`src/rtl/rgb_frame_fetch.sv`:
```
// Streams a finished RGB frame (3 SRAM words per 2 pixels) out as a valid/ready pixel stream.
// SRAM reads are issued against free FIFO credit, so returning data always has a slot.
module rgb_frame_fetch #(
  parameter int RGB_BASE     = 146944,
  parameter int IMG_WIDTH    = 320,
  parameter int IMG_HEIGHT   = 240,
  parameter int FIFO_DEPTH   = 8,
  parameter int READ_LATENCY = 2
) (
  input  logic        Clock,
  input  logic        Resetn,
  input  logic        Start,
  output logic        Busy,
  output logic        Done,
  output logic [17:0] SRAM_address,
  output logic [15:0] SRAM_write_data,
  output logic        SRAM_we_n,
  input  logic [15:0] SRAM_read_data,
  output logic        Pixel_valid,
  input  logic        Pixel_ready,
  output logic [7:0]  Pixel_R,
  output logic [7:0]  Pixel_G,
  output logic [7:0]  Pixel_B,
  output logic        Pixel_eol,
  output logic        Pixel_eof
);

  // state  | meaning
  // IDLE   | waiting for Start
  // FETCH  | issuing SRAM reads while credit allows
  // DRAIN  | all reads issued, emptying FIFO to the pixel stream
  // DONE   | one-cycle Done pulse

  localparam int WORDS = IMG_WIDTH * IMG_HEIGHT * 3 / 2;
  localparam int CW    = $clog2(IMG_WIDTH);
  localparam int RW    = $clog2(IMG_HEIGHT);
  localparam int PW    = $clog2(FIFO_DEPTH);
  localparam int CNTW  = PW + 1;

  localparam logic [17:0]   BASE_ADDR = 18'(RGB_BASE);
  localparam logic [17:0]   WORDS_U   = 18'(WORDS);
  localparam logic [CNTW:0] DEPTH_U   = (CNTW + 1)'(FIFO_DEPTH);
  localparam logic [CW-1:0] COL_LAST  = CW'(IMG_WIDTH - 1);
  localparam logic [RW-1:0] ROW_LAST  = RW'(IMG_HEIGHT - 1);

  typedef enum logic [1:0] {S_IDLE, S_FETCH, S_DRAIN, S_DONE} state_t;

  state_t state, state_nxt;

  logic [17:0]             rd_addr;
  logic [17:0]             rd_left;
  logic [READ_LATENCY-1:0] inflight;
  logic [CNTW-1:0]         inflight_cnt;
  logic [CNTW:0]           used_words;

  logic [15:0]     fifo_mem [FIFO_DEPTH];
  logic [PW-1:0]   wr_ptr, rd_ptr;
  logic [CNTW-1:0] fifo_count;
  logic            fifo_wr;
  logic [CNTW-1:0] pop_n;
  logic [15:0]     w_a, w_b;

  logic          phase;
  logic [CW-1:0] col;
  logic [RW-1:0] row;

  logic start_go, issue, last_issue, accept, load;

  assign SRAM_write_data = 16'd0;
  assign SRAM_we_n       = 1'b1;

  always_comb begin
    inflight_cnt = '0;
    for (int i = 0; i < READ_LATENCY; i++)
      inflight_cnt = inflight_cnt + CNTW'(inflight[i]);
  end

  assign used_words = {1'b0, fifo_count} + {1'b0, inflight_cnt};
  assign issue      = (state == S_FETCH) && (rd_left != 18'd0) && (used_words < DEPTH_U);
  assign last_issue = issue && (rd_left == 18'd1);
  assign fifo_wr    = inflight[READ_LATENCY-1];
  assign accept     = Pixel_valid && Pixel_ready;

  // A pixel moves into the output register as soon as the slot frees up and two words are queued.
  assign load  = (!Pixel_valid || Pixel_ready) && (fifo_count >= CNTW'(2));
  assign pop_n = !load ? CNTW'(0) : (phase ? CNTW'(2) : CNTW'(1));
  assign w_a   = fifo_mem[rd_ptr];
  assign w_b   = fifo_mem[rd_ptr + PW'(1)];

  always_ff @(posedge Clock or negedge Resetn) begin
    if (!Resetn) state <= S_IDLE;
    else         state <= state_nxt;
  end

  always_comb begin
    state_nxt = state;
    start_go  = 1'b0;
    Busy      = 1'b0;
    Done      = 1'b0;
    case (state)
      S_IDLE: begin
        if (Start) begin
          start_go  = 1'b1;
          state_nxt = S_FETCH;
        end
      end
      S_FETCH: begin
        Busy = 1'b1;
        if (last_issue) state_nxt = S_DRAIN;
      end
      S_DRAIN: begin
        Busy = 1'b1;
        if (accept && Pixel_eof) state_nxt = S_DONE;
      end
      S_DONE: begin
        Done      = 1'b1;
        state_nxt = S_IDLE;
      end
      default: state_nxt = S_IDLE;
    endcase
  end

  // The address holds on the final word so it never steps past the image.
  always_ff @(posedge Clock or negedge Resetn) begin
    if (!Resetn) begin
      SRAM_address <= BASE_ADDR;
      rd_addr      <= BASE_ADDR;
      rd_left      <= 18'd0;
      inflight     <= '0;
    end else begin
      inflight <= (inflight << 1) | READ_LATENCY'(issue);
      if (start_go) begin
        rd_addr <= BASE_ADDR;
        rd_left <= WORDS_U;
      end else if (issue) begin
        SRAM_address <= rd_addr;
        rd_left      <= rd_left - 18'd1;
        if (rd_left != 18'd1) rd_addr <= rd_addr + 18'd1;
      end
    end
  end

  always_ff @(posedge Clock) begin
    if (fifo_wr) fifo_mem[wr_ptr] <= SRAM_read_data;
  end

  always_ff @(posedge Clock or negedge Resetn) begin
    if (!Resetn) begin
      wr_ptr     <= '0;
      rd_ptr     <= '0;
      fifo_count <= '0;
    end else begin
      wr_ptr     <= wr_ptr + PW'(fifo_wr);
      rd_ptr     <= rd_ptr + PW'(pop_n);
      fifo_count <= fifo_count + CNTW'(fifo_wr) - pop_n;
    end
  end

  always_ff @(posedge Clock or negedge Resetn) begin
    if (!Resetn) begin
      Pixel_valid <= 1'b0;
      Pixel_R     <= 8'd0;
      Pixel_G     <= 8'd0;
      Pixel_B     <= 8'd0;
      Pixel_eol   <= 1'b0;
      Pixel_eof   <= 1'b0;
      phase       <= 1'b0;
      col         <= '0;
      row         <= '0;
    end else begin
      if (load)             Pixel_valid <= 1'b1;
      else if (Pixel_ready) Pixel_valid <= 1'b0;

      if (start_go) begin
        phase <= 1'b0;
        col   <= '0;
        row   <= '0;
      end else if (load) begin
        if (!phase) begin
          Pixel_R <= w_a[15:8];
          Pixel_G <= w_a[7:0];
          Pixel_B <= w_b[15:8];
        end else begin
          Pixel_R <= w_a[7:0];
          Pixel_G <= w_b[15:8];
          Pixel_B <= w_b[7:0];
        end
        Pixel_eol <= (col == COL_LAST);
        Pixel_eof <= (col == COL_LAST) && (row == ROW_LAST);
        phase     <= ~phase;
        if (col == COL_LAST) begin
          col <= '0;
          row <= (row == ROW_LAST) ? '0 : row + RW'(1);
        end else begin
          col <= col + CW'(1);
        end
      end
    end
  end

endmodule

```
`config.mk`:
```
export PLATFORM = sky130hd
export DESIGN_NAME = rgb_frame_fetch
export DESIGN_NICKNAME = d
export VERILOG_FILES = /design/src/rtl/rgb_frame_fetch.sv
export SDC_FILE = /design/constraint.sdc
export NUM_CORES = 1
export LEC_CHECK = 0
export ABC_CLOCK_PERIOD_IN_PS = 2870
export CAP_MARGIN = 15
export CORE_AREA = 2 2 154 156
export CTS_BUF_LIST = sky130_fd_sc_hd__clkbuf_8
export DETAILED_ROUTE_END_ITERATION = 6
export DIE_AREA = 0 0 156 158
export GPL_TIMING_DRIVEN = 0
export MAX_ROUTING_LAYER = met4
export PLACE_DENSITY = 0.75
export SETUP_SLACK_MARGIN = 0.2
export SLEW_MARGIN = 25
export SYNTH_ARGS = -nofsm -noshare
export SYNTH_HDL_FRONTEND = slang
export SYNTH_SLANG_ARGS = --single-unit
```
`constraint.sdc`:
```
create_clock -name Clock -period 2.87 [get_ports Clock]
set_input_delay 0.287 -clock Clock [delete_from_list [all_inputs] [get_ports Clock]]
set_output_delay 0.287 -clock Clock [all_outputs]
set_load 0.01 [all_outputs]
```
==> results.yml <==
outcome:
  outcome: "completed"
die:
  die_h_um: 158
  coreArea_mm2: 0.0231
  io_pins: 84
  std_cell_rows: 56
  die_area_mm2: 0.0246
  initial_core_util: 0.493
  die_x_um: 156
power:
  switching_share: 0.365
  power_leakage_nw: 5.25
  seq_power_share: 0.352
  p_clk_frac: 0.218
  p_comb_frac: 0.430
  ir_drop_v: 0.000863
  powerDensity_mw_per_mm2: 1010
  power_switching_mw: 4.98
  p_int_mw: 8.66
global_routing:
  grt.overflow.total: 0
  groute.usage.overall: 0.219
  grt_antenna_before_repair: 0
  grt_pass1_vias: 7175
  grt_pass1_wl_um: 39800
  grt_max_degree: 74
placed_design:
  io_buffers: 66
  placed_cell_area_mm2: 0.0126
  dp_hpwl_um: 16900
  gp_congestion: 0.840
synth:
  synth_compound_area_frac: 0.0407
  synthXorXnorAreaFrac: 0.0346
  synth_cell_types: 59
  async_flop_share: 0.469
  yosys_most_used_dff: "edfxtp_1"
  syn_avg_cell_area_um2: 14.6
  syn_area_mm2: 0.0114
  synthMuxAreaShare: 0.177
  synth-warning-count: 0
  synthSimpleGateAreaFrac: 0.100
  syn_inst: 779
  synth_seq_cells: 241
  synth_top_family_by_area: "multiplexers"
  synth_fa_ha_area_frac: 0.0266
  synth-edff-count: 128
  ys_seq_area_frac: 0.588
timing:
  fin_crit_sh: 0.903
  setup_viol: 0
  tightest_slew_ps: 977
  skew_ps: 56.5
  fin_crit_ps: 2590
  drv_slew: 0
  fmax_mhz: 386
  rsz0062_at_grt: "yes"
  finalHoldViolCount: 0
  holdWs_ps: 228
  slew_headroom: 0.349
clocking:
  cts_buffers: 40
  clock_latency_ps: 570
  cts.sinks: 241
  clock_path_buffers: 3
  clk_pin_slew_worst_paths_ps: 70
  cts-root-buf: "clkbuf_8"
  htreeDepth: 2
  cts_tree: "done"
finish:
  register_area_mm2: 0.00669
  multi_input_area_mm2: 0.00446
  diodes: 0
  syn_to_final_growth_pct: 18.1
  drive_above_1_share: 0.228
  design_area_mm2: 0.0134
  fin_nets: 953
  fill_cells: 1809
setup_path:
  cp_data_arrival_time_ps: 3010
  r2r_cells: 6
  worstPathCellList: "ha_1 > clkbuf_1 > buf_4 > mux4_2 > mux2i_1 > o221ai_1"
  crit_fanout: 10
  r2r_end: "Pixel_G[4]"
  critPathSlowestCell: "mux4_2"
  setup.worst_path.class: "reg -> reg"
  reg2reg_from: "rd_ptr[0]"
  crit_family: "multiplexers"
  cp-start-kind: "register"
  worst_ep_required_time_ps: 3290
  slowest_delay_ps: 540
  r2r_slack_ps: 280
  cp-end-kind: "register"
  timing.critical_path.buf_inv: 2
run:
  maxCapViolations: 0
routing:
  drt-initial-drc-count: 566
  drt-met1-wl_um: 10300
  route.met2.wl_um: 12600
  vias_per_cell: 5.88
  wl_met3_um: 1900
  num_vias: 7236
  drc: 0
  highest_layer: "met4"
  antenna_left: 0
  wl_per_cell_um: 20.7
  routed_wl_um: 25500
  drtPass1Iterations: 7
min_path:
  hp-class: "in -> async"
-- synthesized netlist by cell type (all sizes together) (3+ instances only) --
library cell    n  share of area
edfxtp        128           0.34
dfrtp         101           0.22
mux4           64           0.13
nand2          54          0.019
nor2           54          0.018
buf            36          0.021
mux2i          32          0.028
xnor2          26          0.020
o221ai         24          0.018
nand3          23          0.011
ha             21          0.023
clkbuf         20         0.0066
mux2           19          0.022
xor2           19          0.015
inv            15         0.0049
o21ai          15         0.0066
nor3           14         0.0062
nor4           13         0.0090
dfstp          12          0.028
a21oi          11         0.0058
nand2b          8         0.0044
nand4           8         0.0044
and3            7         0.0038
nor2b           6         0.0033
a211oi          4         0.0026
and4            4         0.0031
nor3b           4         0.0026
nor4b           4         0.0031
or3             4         0.0022
a21o            3         0.0020
and2            3         0.0016
or4             3         0.0023
-- cells in the final DEF (no fill, tap or decap), types with 9 or more instances in the layout --
master / netlist / layout
nand2_1: 53 / 53
ha_1: 21 / 21
clkdlybuf4s50_1: 0 / 65
o221ai_1: 24 / 24
xnor2_1: 26 / 26
clkbuf_8: 0 / 46
conb_1: 2 / 17
xor2_1: 19 / 18
a21oi_1: 10 / 10
clkbuf_1: 20 / 18
mux2i_1: 32 / 32
nor2_1: 54 / 47
dfrtp_1: 101 / 101
inv_1: 15 / 31
nand3_1: 22 / 22
mux4_2: 64 / 64
nor4_1: 11 / 11
mux2_2: 9 / 9
mux2_4: 10 / 10
buf_2: 11 / 12
o21ai_0: 15 / 15
edfxtp_1: 128 / 128
dfstp_2: 12 / 12
buf_4: 17 / 23
nor3_1: 14 / 12
-- per-layer routing --
layer  up-vias  global-route usage
met5         -                   -
met4         0              0.0782
met2       346               0.351
met1      3614               0.281
li1       3205                   -
met3        71              0.0416
-- worst max-delay path by stage --
stage / from / end / slack, ps / cells after the start
after floorplan: fifo_count[2] / fifo_count[2] / 470 / 11
after global placement: Resetn / Pixel_B[5] / -2900 / 1
after detailed placement: rd_ptr[0] / Pixel_G[5] / -160 / 6
after CTS: rd_ptr[0] / Pixel_G[5] / 170 / 6
after global routing: fifo_count[2] / fifo_count[2] / 190 / 11
final: rd_ptr[0] / Pixel_G[4] / 280 / 6
-- what timing repair did --
item                       4_1_cts  5_1_grt
hold endpoints to repair        40        0
hold buffers                     1        0
setup endpoints to repair       16       16
setup buffers                    0        2
gates resized for setup          9       13
-- cells by family (layout without fill, tap and decap cells) --
family / count (synthesis) / in the layout
flip-flops: 241 / 241
AND/OR/NAND/NOR: 218 / 218
multiplexers: 115 / 115
buffers and inverters: 71 / 217
AO/OA/AOI/OAI: 64 / 64
XOR/XNOR: 45 / 45
adder cells (fa/ha/maj): 23 / 23
other: 2 / 17
-- power by group through the flow --
stage                     clock network, mW  registers [mW]  logic, mW
after global routing                   3.18            4.86       6.32
after floorplan                           0            4.79       3.86
after global placement                    0            4.82       5.60
after detailed placement                  0            4.83       5.82
after CTS                              3.01            4.78       5.88
final                                  2.97            4.80       5.86
-- registers in the layout (all words and copies together) (netlist names), 8 cells and up --
signal and cells:
rd_addr 18, row 8, Pixel_B 8, col 9, rd_left 18, fifo_mem 128
SRAM_address 18, Pixel_G 8, Pixel_R 8
-- layout make-up --
type / instances / area share
timing repair buffer: 75 / 0.0565
multi-input combinational: 482 / 0.332
buffer: 55 / 0.0240
tap: 290 / 0.0270
clock inverter: 26 / 0.0122
inverter: 15 / 0.00419
clock buffer: 46 / 0.0471
sequential: 241 / 0.497
-- metrics by stage --
stage | utilization | cells | setup TNS (ps) | power (mW) | setup slack, ps
CTS | 0.582 | 1228 | 0 | 13.7 | 172
global route | 0.583 | 1230 | 0 | 14.3 | 189
detailed placement | 0.546 | 1156 | -604 | 10.6 | -157
global placement | 0.540 | 1150 | -330500 | 10.4 | -2900
floorplan | - | 794 | 0 | 8.64 | 474
finish | 0.583 | 1230 | 0 | 13.6 | 279
(Power assumes the default switching activity.)
==> RTL edit 1: new RTL, config.mk and constraints unchanged <==
`READ_LATENCY`: 2 -> 1.
--- a/src/rtl/rgb_frame_fetch.sv
+++ b/src/rtl/rgb_frame_fetch.sv
@@ -7,3 +7,3 @@
   parameter int FIFO_DEPTH   = 8,
-  parameter int READ_LATENCY = 2
+  parameter int READ_LATENCY = 1
 ) (
Formal check against the unedited RTL: not equivalent (a bounded check fails within 10 cycles, from zero or initial values and one cycle with Resetn low).
==> RTL edit 1 against the unedited design <==
Sequential power down 1%. Setup slack better by 67 ps. Final cell count up 0.65%. Clock power down 5%. First-iteration DRC count down 6.9%. Area after synthesis up 0.89%. Global-route usage up 0.55 points. Cell area about the same. Sequential cell count down 1. Combinational power up 2%. Routed wire length up 2.1%. Power down 0.56%. Largest power group unchanged. Highest routed layer unchanged.
==> RTL edit 1: results (changes against the unedited design) <==
status=complete, no violations; Synth area leaders=edfxtp_1, dfrtp_1, mux4_2; final RePlAce weighted congestion=0.838 (-0.27%); number of clock-tree buffers in the layout=44 (-4.3%); number of fill cells in the layout=1812 (+0.17%); routed metal-1 wire length=10.3 mm (about the same); via count=7302 (+0.91%); Async SR Flop Fraction=46.7% (-0.22 points); flop2flop setup slack=350 ps (+70 ps); layout cells sized above 1=23.3% (+0.55 points); Multi-input gate area=4510 µm² (+1.2%); Overall Global Routing Usage=22.4% (+0.55 points); Layout non-clock buf frac=8.05% (about the same); Crit path max-delay family=XOR/XNOR gates; fraction of synthesized cell area in xor and xnor cells=2.14% (-1.3 points); DR WL met2=13.4 mm (+6.6%); R2R Path Start=rd_ptr[1]; synth unique cells=70 (+19%); router iterations before antenna repair=5 (-2); clk buf depth=3 (unchanged); largest net degree at the start of global routing=73 (-1.4%); I/O Buffers=66 (unchanged); register area share after synthesis=58.0% (-0.74 points); HPWL Detailed=17.4 mm (+2.9%); Non-CTS buffers=127 (-2.3%); Final #Nets=962 (+0.94%); Placed Cells incl. Taps=1165 (+0.78%); total leakage power=5.23 nW (-0.36%); pre-CTS WS=65.0 ps (+222 ps); Synth Area in Adders=2.75% (+0.086 points); Worst Skew=37.7 ps (-18.9 ps); met2 usage=38.2% (+3.0 points); Max VDD drop=0.705 mV (-18%); CTS root buffer=clkbuf_8; R2R depth=5 (-1); inverters=21 (+6); clk cell area share=5.60% (-0.33 points); min Tclk post-route=2520 ps (-66.6 ps); Synth Area per Inst=14.5 µm² (-0.39%); Compound-Gate Fraction of Synth Area=7.01% (+2.9 points); DRT iter0 DRCs=527 (-6.9%); register bit total from synthesis=240 (-0.41%); met3 Use GR=4.02% (-0.14 points); WL met3=1.60 mm (-16%); Slew @ Worst Pin=955 ps (-22.1 ps); post-cts sizing count=2 (-7); Synth top cells by count=edfxtp_1, dfrtp_1, mux4_2; max incr delay on CP=750 ps (+210 ps); Inserted Clock Buffers=40 (unchanged); vias in the first global route=7554 (+5.3%); first-pass GRT wire length=40.7 mm (+2.4%); drt wl/cell=21.0 µm (+1.4%); Worst Setup EP=Pixel_G[7]; multiplexer area fraction after synthesis=17.6% (-0.069 points); fraction of area in registers=49.5% (-0.20 points); multi-input gate count=488 (+1.2%); met1 GRT Util=27.1% (-1.0 points); DR vias/cell=5.90 (+0.26%); crit path max-delay cell type=xor2_1; worst hold slack=212 ps (-16.2 ps)
[RTL edit 1: changes by cell type in the layout (fill, tap and decap cells not counted), sizes merged, moves of 4 or more]
cell	unedited run	this run
nor2	54	44
a21oi	11	20
o31ai	0	9
xnor2	26	17
inv	33	41
nor4	13	5
xor2	19	11
clkbuf	68	61
nand2	54	60
a31oi	1	6
nor3	14	9
a31o	0	4
o211ai	0	4
[RTL edit 1: metrics by stage]
stage	setup TNS [ps]	cell area [µm²]	total power [mW]
after floorplan	0	11500	8.76
after global placement	-326350	12600	10.5
after detailed placement	0	12700	10.8
after CTS	0	13400	13.6
after global routing	0	13400	14.3
final	0	13400	13.6
[RTL edit 1: where the power goes]
| group | switching (mW) | total [mW] | internal (mW) | leakage, nW |
|---|---|---|---|---|
| Clock | 1.39 | 2.82 | 1.43 | 0.457 |
| Combinational | 3.16 | 5.99 | 2.83 | 2.20 |
| Sequential | 0.474 | 4.74 | 4.27 | 2.57 |
| Total | 5.03 | 13.6 | 8.53 | 5.23 |
==> RTL edit 2: new RTL, config.mk and constraints unchanged <==
Made on the original files. The 4 states of `state_t` get a one-hot encoding in 4 bits.
--- a/src/rtl/rgb_frame_fetch.sv
+++ b/src/rtl/rgb_frame_fetch.sv
@@ -45,3 +45,3 @@
 
-  typedef enum logic [1:0] {S_IDLE, S_FETCH, S_DRAIN, S_DONE} state_t;
+  typedef enum logic [3:0] {S_IDLE = 4'b0001, S_FETCH = 4'b0010, S_DRAIN = 4'b0100, S_DONE = 4'b1000} state_t;
 
Formal check against the unedited RTL: no difference found for any inputs over 4 cycles, from zero or initial values and one cycle with Resetn low; so few cycles prove little.
==> RTL edit 2 against the unedited design <==
Sequential cell count grew 2. Area after synthesis is 1.0% higher. Non-clock buffer count up 10. Clock skew decreased by 39 ps. Setup slack got worse by 45 ps. Power shrank 0.67%. Critical path depth rose by 1. Final cell count up 3.6%. Routed wire length up 7.4%. Maximum frequency shrank 1.7%. Cell area grew 2.2%. Sequential share of layout area is 0.66 points lower. Critical path type unchanged. Critical endpoint is now rd_left[17]. Largest cell class unchanged. Largest power group unchanged.
==> RTL edit 2: results (changes against the unedited design) <==
Max VDD drop=0.669 mV (-22%); met1 GRT Util=29.5% (+1.3 points); status=complete, no violations; WL met3=1.87 mm (-1.3%); Async SR Flop Fraction=47.3% (+0.44 points); routed metal-1 wire length=11.0 mm (+7.5%); HPWL Detailed=17.9 mm (+6.1%); fraction of synthesized cell area in xor and xnor cells=0.762% (-2.7 points); pre-CTS WS=-339 ps (-182 ps); Worst Skew=17.5 ps (-39.0 ps); Final Non-Filler Cells=1274 (+3.6%); I/O Buffers=66 (unchanged); Final #Nets=989 (+3.8%); met3 Use GR=4.19% (+0.027 points); Seq power=4.67 mW (-3%); met2 usage=38.2% (+3.1 points); Post-synth EDFFs=128 (unchanged); register area share after synthesis=58.6% (-0.16 points); crit path DAT=3040 ps (+30 ps); Compound-Gate Fraction of Synth Area=5.44% (+1.4 points); DRT iter0 DRCs=747 (+32%); multiplexer area fraction after synthesis=18.9% (+1.2 points); combinational logic power=5.65 mW (-3.6%); via count=7691 (+6.3%); Skew-Pair Late Insertion Delay=550 ps (-20 ps); Crit path max-delay family=simple AND/OR/NAND/NOR gates; Overall Global Routing Usage=23.3% (+1.4 points); Placed Cells incl. Taps=1194 (+3.3%); first-pass GRT wire length=42.5 mm (+6.9%); router iterations before antenna repair=5 (-2); Inserted Clock Buffers=41 (+2.5%); flop2flop setup slack=230 ps (-40 ps); Critical path origin=rd_left[4]; CP max FO=6 (-4); Int Pwr=8.72 mW (+0.70%); RR Endpoint=rd_left[17]; crit path max-delay cell type=or4_4; Synth Area in Adders=2.09% (-0.57 points); synth unique cells=53 (-10%); Syn Inst Count=818 (+5.0%); layout cells sized above 1=23.5% (+0.71 points); worst hold slack=175 ps (-53.3 ps); DR WL met2=13.6 mm (+8.1%); total leakage power=5.37 nW (+2.4%); Area after DPL=12700 µm² (+0.92%); Routed WL=27.4 mm (+7.4%); final RePlAce weighted congestion=0.871 (+3.7%); Slew @ Worst Pin=1070 ps (+92.4 ps); Synth area leaders=edfxtp_1, dfrtp_1, mux4_2; vias in the first global route=7630 (+6.3%)
## RTL edit 2: cell count changes after synthesis, sizes merged, moves of 15 or more
cell,delta
mux2i,+21
nand2,+21
nor2,-18
or4,+15
xnor2,-23
## RTL edit 2: worst max-delay path by stage
| stage | end | slack [ps] | cells past startpoint |
|---|---|---|---|
| finish | rd_left[17] | 230 | 7 |
| global route | rd_addr[8] | 180 | 7 |
| CTS | rd_left[17] | 190 | 7 |
| detailed placement | Pixel_G[4] | -340 | 6 |
| global placement | Pixel_B[5] | -3090 | 1 |
| floorplan | rd_left[17] | 400 | 7 |
## RTL edit 2: cell type report
cell class	count	area, µm²
Clock inverter	31	235
Clock buffer	45	619
Tap cell	290	363
Inverter	14	52.6
Fill cell	1779	9320
Multi-Input combinational cell	511	4590
Timing Repair Buffer	75	759
Buffer	65	372
Sequential cell	243	6740
